`src/rtl/branch_cmp_ctrl.sv`:
```
// ID-stage conditional branch resolution controller: operand-ready stalls,
// single-pulse resolve/pc_sel, saturating perf counters and a stall watchdog.
module branch_cmp_ctrl #(
   parameter int CNT_W    = 16,
   parameter int MAX_WAIT = 8
) (
   input  logic             i_clk,
   input  logic             i_reset,
   input  logic             i_br_valid,
   input  logic [2:0]       i_br_type,
   input  logic             i_rs_ready,
   input  logic             i_rt_ready,
   input  logic             i_id_hold,
   input  logic             i_eq,
   input  logic             i_rs_sign,
   input  logic             i_rs_zero,
   output logic             o_stall,
   output logic             o_resolve,
   output logic             o_pc_sel,
   output logic             o_illegal,
   output logic             o_wd_err,
   output logic [CNT_W-1:0] o_br_cnt,
   output logic [CNT_W-1:0] o_taken_cnt,
   output logic [CNT_W-1:0] o_stall_cnt
);

   typedef enum logic [1:0] {
      IDLE = 2'd0,
      WAIT = 2'd1,
      HOLD = 2'd2
   } state_t;

   localparam logic [7:0]       WD_LIM  = 8'(MAX_WAIT - 1);
   localparam logic [CNT_W-1:0] CNT_MAX = '1;
   localparam logic [CNT_W-1:0] CNT_ONE = CNT_W'(1);

   state_t           r_state;
   state_t           w_state_nxt;
   logic [7:0]       r_wait_ctr;
   logic             r_illegal;
   logic             r_wd_err;
   logic [CNT_W-1:0] r_br_cnt;
   logic [CNT_W-1:0] r_taken_cnt;
   logic [CNT_W-1:0] r_stall_cnt;

   logic w_need_rt;
   logic w_ops_ready;
   logic w_taken;
   logic w_stall;
   logic w_resolve;
   logic w_pc_sel;
   logic w_bad_type;

   assign w_need_rt   = (i_br_type == 3'd0) || (i_br_type == 3'd1);
   assign w_ops_ready = i_rs_ready & (i_rt_ready | ~w_need_rt);
   assign w_bad_type  = (i_br_type[2:1] == 2'b11);

   always_comb begin
      w_taken = 1'b0;
      unique case (i_br_type)
         3'd0:    w_taken = i_eq;
         3'd1:    w_taken = ~i_eq;
         3'd2:    w_taken = i_rs_sign | i_rs_zero;
         3'd3:    w_taken = ~i_rs_sign & ~i_rs_zero;
         3'd4:    w_taken = i_rs_sign;
         3'd5:    w_taken = ~i_rs_sign;
         default: w_taken = 1'b0;
      endcase
   end

   // Outputs are pure functions of this cycle's inputs; the front end
   // relies on zero-latency stall/redirect.
   assign w_stall   = i_br_valid & ~w_ops_ready;
   assign w_resolve = i_br_valid & w_ops_ready & ~i_id_hold;
   assign w_pc_sel  = w_resolve & w_taken;

   always_comb begin
      w_state_nxt = IDLE;
      if (!i_br_valid)
         w_state_nxt = IDLE;
      else if (!w_ops_ready)
         w_state_nxt = WAIT;
      else if (i_id_hold)
         w_state_nxt = HOLD;
      else
         w_state_nxt = IDLE;
   end

   always_ff @(posedge i_clk) begin
      if (i_reset)
         r_state <= IDLE;
      else
         r_state <= w_state_nxt;
   end

   // wait_ctr holds the number of stalled cycles already spent on this
   // branch, so the watchdog fires after exactly MAX_WAIT stalled cycles.
   always_ff @(posedge i_clk) begin
      if (i_reset) begin
         r_wait_ctr <= 8'd0;
         r_wd_err   <= 1'b0;
      end else begin
         if (w_state_nxt == WAIT) begin
            if (r_wait_ctr != 8'hff)
               r_wait_ctr <= r_wait_ctr + 8'd1;
         end else begin
            r_wait_ctr <= 8'd0;
         end
         if (w_stall && (r_wait_ctr == WD_LIM))
            r_wd_err <= 1'b1;
      end
   end

   always_ff @(posedge i_clk) begin
      if (i_reset) begin
         r_illegal <= 1'b0;
      end else if (w_resolve && w_bad_type) begin
         r_illegal <= 1'b1;
      end
   end

   always_ff @(posedge i_clk) begin
      if (i_reset) begin
         r_br_cnt    <= '0;
         r_taken_cnt <= '0;
         r_stall_cnt <= '0;
      end else begin
         if (w_resolve && (r_br_cnt != CNT_MAX))
            r_br_cnt <= r_br_cnt + CNT_ONE;
         if (w_pc_sel && (r_taken_cnt != CNT_MAX))
            r_taken_cnt <= r_taken_cnt + CNT_ONE;
         if (w_stall && (r_stall_cnt != CNT_MAX))
            r_stall_cnt <= r_stall_cnt + CNT_ONE;
      end
   end

   assign o_stall     = w_stall;
   assign o_resolve   = w_resolve;
   assign o_pc_sel    = w_pc_sel;
   assign o_illegal   = r_illegal;
   assign o_wd_err    = r_wd_err;
   assign o_br_cnt    = r_br_cnt;
   assign o_taken_cnt = r_taken_cnt;
   assign o_stall_cnt = r_stall_cnt;

endmodule

```
`config.mk`:
```
export PLATFORM = sky130hd
export DESIGN_NAME = branch_cmp_ctrl
export DESIGN_NICKNAME = d
export VERILOG_FILES = /design/src/rtl/branch_cmp_ctrl.sv
export SDC_FILE = /design/constraint.sdc
export NUM_CORES = 1
export LEC_CHECK = 0
export CORE_MARGIN = 5
export CORE_UTILIZATION = 50
export DETAILED_ROUTE_END_ITERATION = 16
export PLACE_DENSITY = 0.8
export SLEW_MARGIN = 15
export SYNTH_ARGS = -nofsm -noshare
export SYNTH_HDL_FRONTEND = slang
export SYNTH_SLANG_ARGS = --single-unit
```
`constraint.sdc`:
```
create_clock -name i_clk -period 5.9 [get_ports i_clk]
set_input_delay 1.77 -clock i_clk [delete_from_list [all_inputs] [get_ports i_clk]]
set_output_delay 1.77 -clock i_clk [all_outputs]
set_load 0.05 [all_outputs]
```
==> run summary <==
outcome: finished clean
first-pass iteration count of the detailed router: 4
share of the synthesized area in the top cell type: 0.390
die height: 87.2 µm
met3 WL post-DR: 310 µm
Mapped Area: 2980 µm²
top cells by area, synth: dfxtp_1 (39%), nor2_1 (6.2%), xnor2_1 (4.4%)
Worst slew margin: 0.353
nature of the critical path endpoint: primary output
final setup fails: 0
#FFs+latches synth: 58
highest clock rate: 185 MHz
drt drc: 0
Nets: 420
clk_lat worst skew: 330 ps
Tot Pwr: 0.000755 W
post-CTS setup buffers: 0
sequential-to-total area share from yosys stat: 0.390
wire length on met1: 3.19 mm
commonest cells after routing, fill and taps aside: clkdlybuf4s50_1 (60), dfxtp_1 (58), nor2_1 (49), nand2_1 (22), nand3_1 (16)
first-pass GRT wire length: 11.9 mm
period utilisation layout: 0.914
Placed Cells: 468
placed cell area: 3630 µm²
Worst Path Max Fanout: 19
layout cells sized above 1: 0.0788
non-filler cells, final: 481
IO Pins: 65
final hold violation count: 0
Resized cells post-CTS: 0
CP Launch Type: input port
H-tree Lvls: 3
Mapped Cells: 339
die width: 87.2 µm
Worst Skew: 6.34 ps
Final min period: 5390 ps
VDD IR max: 0.000135 V
Final HPWL DP: 5.04 mm
Avg WL per Cell: 14.7 µm
Place WS: 505 ps
Most used DFF post-synth: dfxtp_1
total global-route track usage: 0.194
GPL Wtd Cong: 0.874
cts bufs inserted: 9
biggest area consumer among synthesized cells: dfxtp_1
CP max-delay cell: clkdlybuf4s50_1
Netlist cell types: 53
design area: 3790 µm²
Vias/cell: 5.71
final setup TNS: 0 ps
most common cell after layout, fill and taps aside: clkdlybuf4s50_1
CP arrival: 3620 ps
Clock Sink Count: 58
worst-case clock buffer depth: 2
worst setup margin: 506 ps
crit-path max cell delay: 510 ps
row count: 28
total grt overflow: 0
Async SR Flop Fraction: 0
PD cells: 199 nW/µm²
worst path cell trace: clkdlybuf4s50_1 -> o31ai_4 -> or2_1 -> clkinv_8 -> o21ai_4 -> inv_1 -> buf_4
CTS tree: built
leakage power: 1.24 nW
number of antenna-violating nets in the routed design: 0
Slew Viols, Final: 0
WL met2: 3.45 mm
crit path kind: in -> out
RSZ-0062 raised after global routing: no
antenna cell count: 0
Worst Path Required: 4130 ps
maxcap violations: 0
largest net degree at the start of global routing: 55
final WL: 7.08 mm
EDFF count, synth: 0
highest routing layer actually used: met4
hold-fix buffers at CTS: 0
syn_nets: 355
Area growth syn-to-layout: 27.4%
syn_area_per_cell: 8.78 µm²
Root Driver: clkbuf_8
Worst Hold Class: reg -> reg
core area: 5850 µm²
number of global-route vias before repair: 2580
Yosys warnings: 0
Reg clk slew, reported paths: 60 ps
Starting Density: 0.509
initial antenna violation count: 0
initial DRC count: 156
DIE AREA: 7600 µm²
worst slew pin tran: 971 ps
Via Count: 2746
I/O Buffers: 64
[flip-flops by register name, summed over array words and instances, names as in the netlist]
signal / count
o_br_cnt: 16
o_stall_cnt: 16
o_taken_cnt: 16
r_wait_ctr: 8
o_illegal: 1
o_wd_err: 1
[power breakdown]
part	total, W	internal [W]	switching, W
sequential	0.000397	0.000394	0.00000304
combinational	0.0000491	0.0000179	0.0000311
clock	0.000309	0.000169	0.000141
total	0.000755	0.000581	0.000175
[routing by layer]
metal	vias to the layer above	global-route usage
met2	58	0.319
li1	1374	-
met4	0	0.0934
met3	13	0.0360
met1	1301	0.244
met5	-	0
[worst max-delay path: cells and delay by family]
family / cells / cell delay [ps]
compound gates: 2 / 490
buf+inv: 4 / 990
simple gates: 1 / 360
[kinds of logic after synthesis]
group                    synth area share
buffers and inverters              0.0374
AO/OA/AOI/OAI                       0.126
XOR/XNOR                           0.0882
flip-flops                          0.390
AND/OR/NAND/NOR                     0.308
adder cells (fa/ha/maj)            0.0168
multiplexers                       0.0336
[through the flow]
step	hold WS, ps	utilization
finish	473	0.648
global route	514	0.648
CTS	481	0.648
detailed placement	463	0.621
global placement	466	0.621
floorplan	503	-
[cell usage after synthesis, types with 2 or more instances]
cell type and n:
dfxtp_1 58, nor2_1 49, nand2_1 22, nand3_1 16, nand4_1 15, xnor2_1 15, xor2_1 15, a21oi_1 14
nor3_1 11, o21ai_0 9, and3_1 8, or4_1 8, o31ai_1 7, clkbuf_1 6, inv_1 6, and4_1 5
nor4_1 5, and2_1 4, buf_6 4, ha_1 4, mux2_4 4, mux2i_1 4, nor3b_1 4, or3_1 4
nor2b_1 3, nor3_2 3, o211ai_1 3, a211oi_1 2, a311oi_1 2, a31oi_1 2, nand2b_1 2, nor4b_1 2
o2111ai_1 2, o21ai_1 2
[path summary, 6_finish.rpt]
check                     from          end  slack, ps  cells past startpoint
setup reg to reg   o_br_cnt[0]  o_br_cnt[4]       3700                      6
hold reg to reg      o_illegal    o_illegal        470                      2
setup / recovery  i_br_type[2]     o_pc_sel        510                      7
hold / removal       o_illegal    o_illegal        470                      2
[area by class of cell]
class,count,area (µm²)
clock buffers,13,159
fillers,493,2060
inverters,7,38.8
multi-input cells,263,1710
flip-flops and latches,58,1160
well taps,75,93.8
repair buffers,65,636
Power figures use the tool's default switching activity.
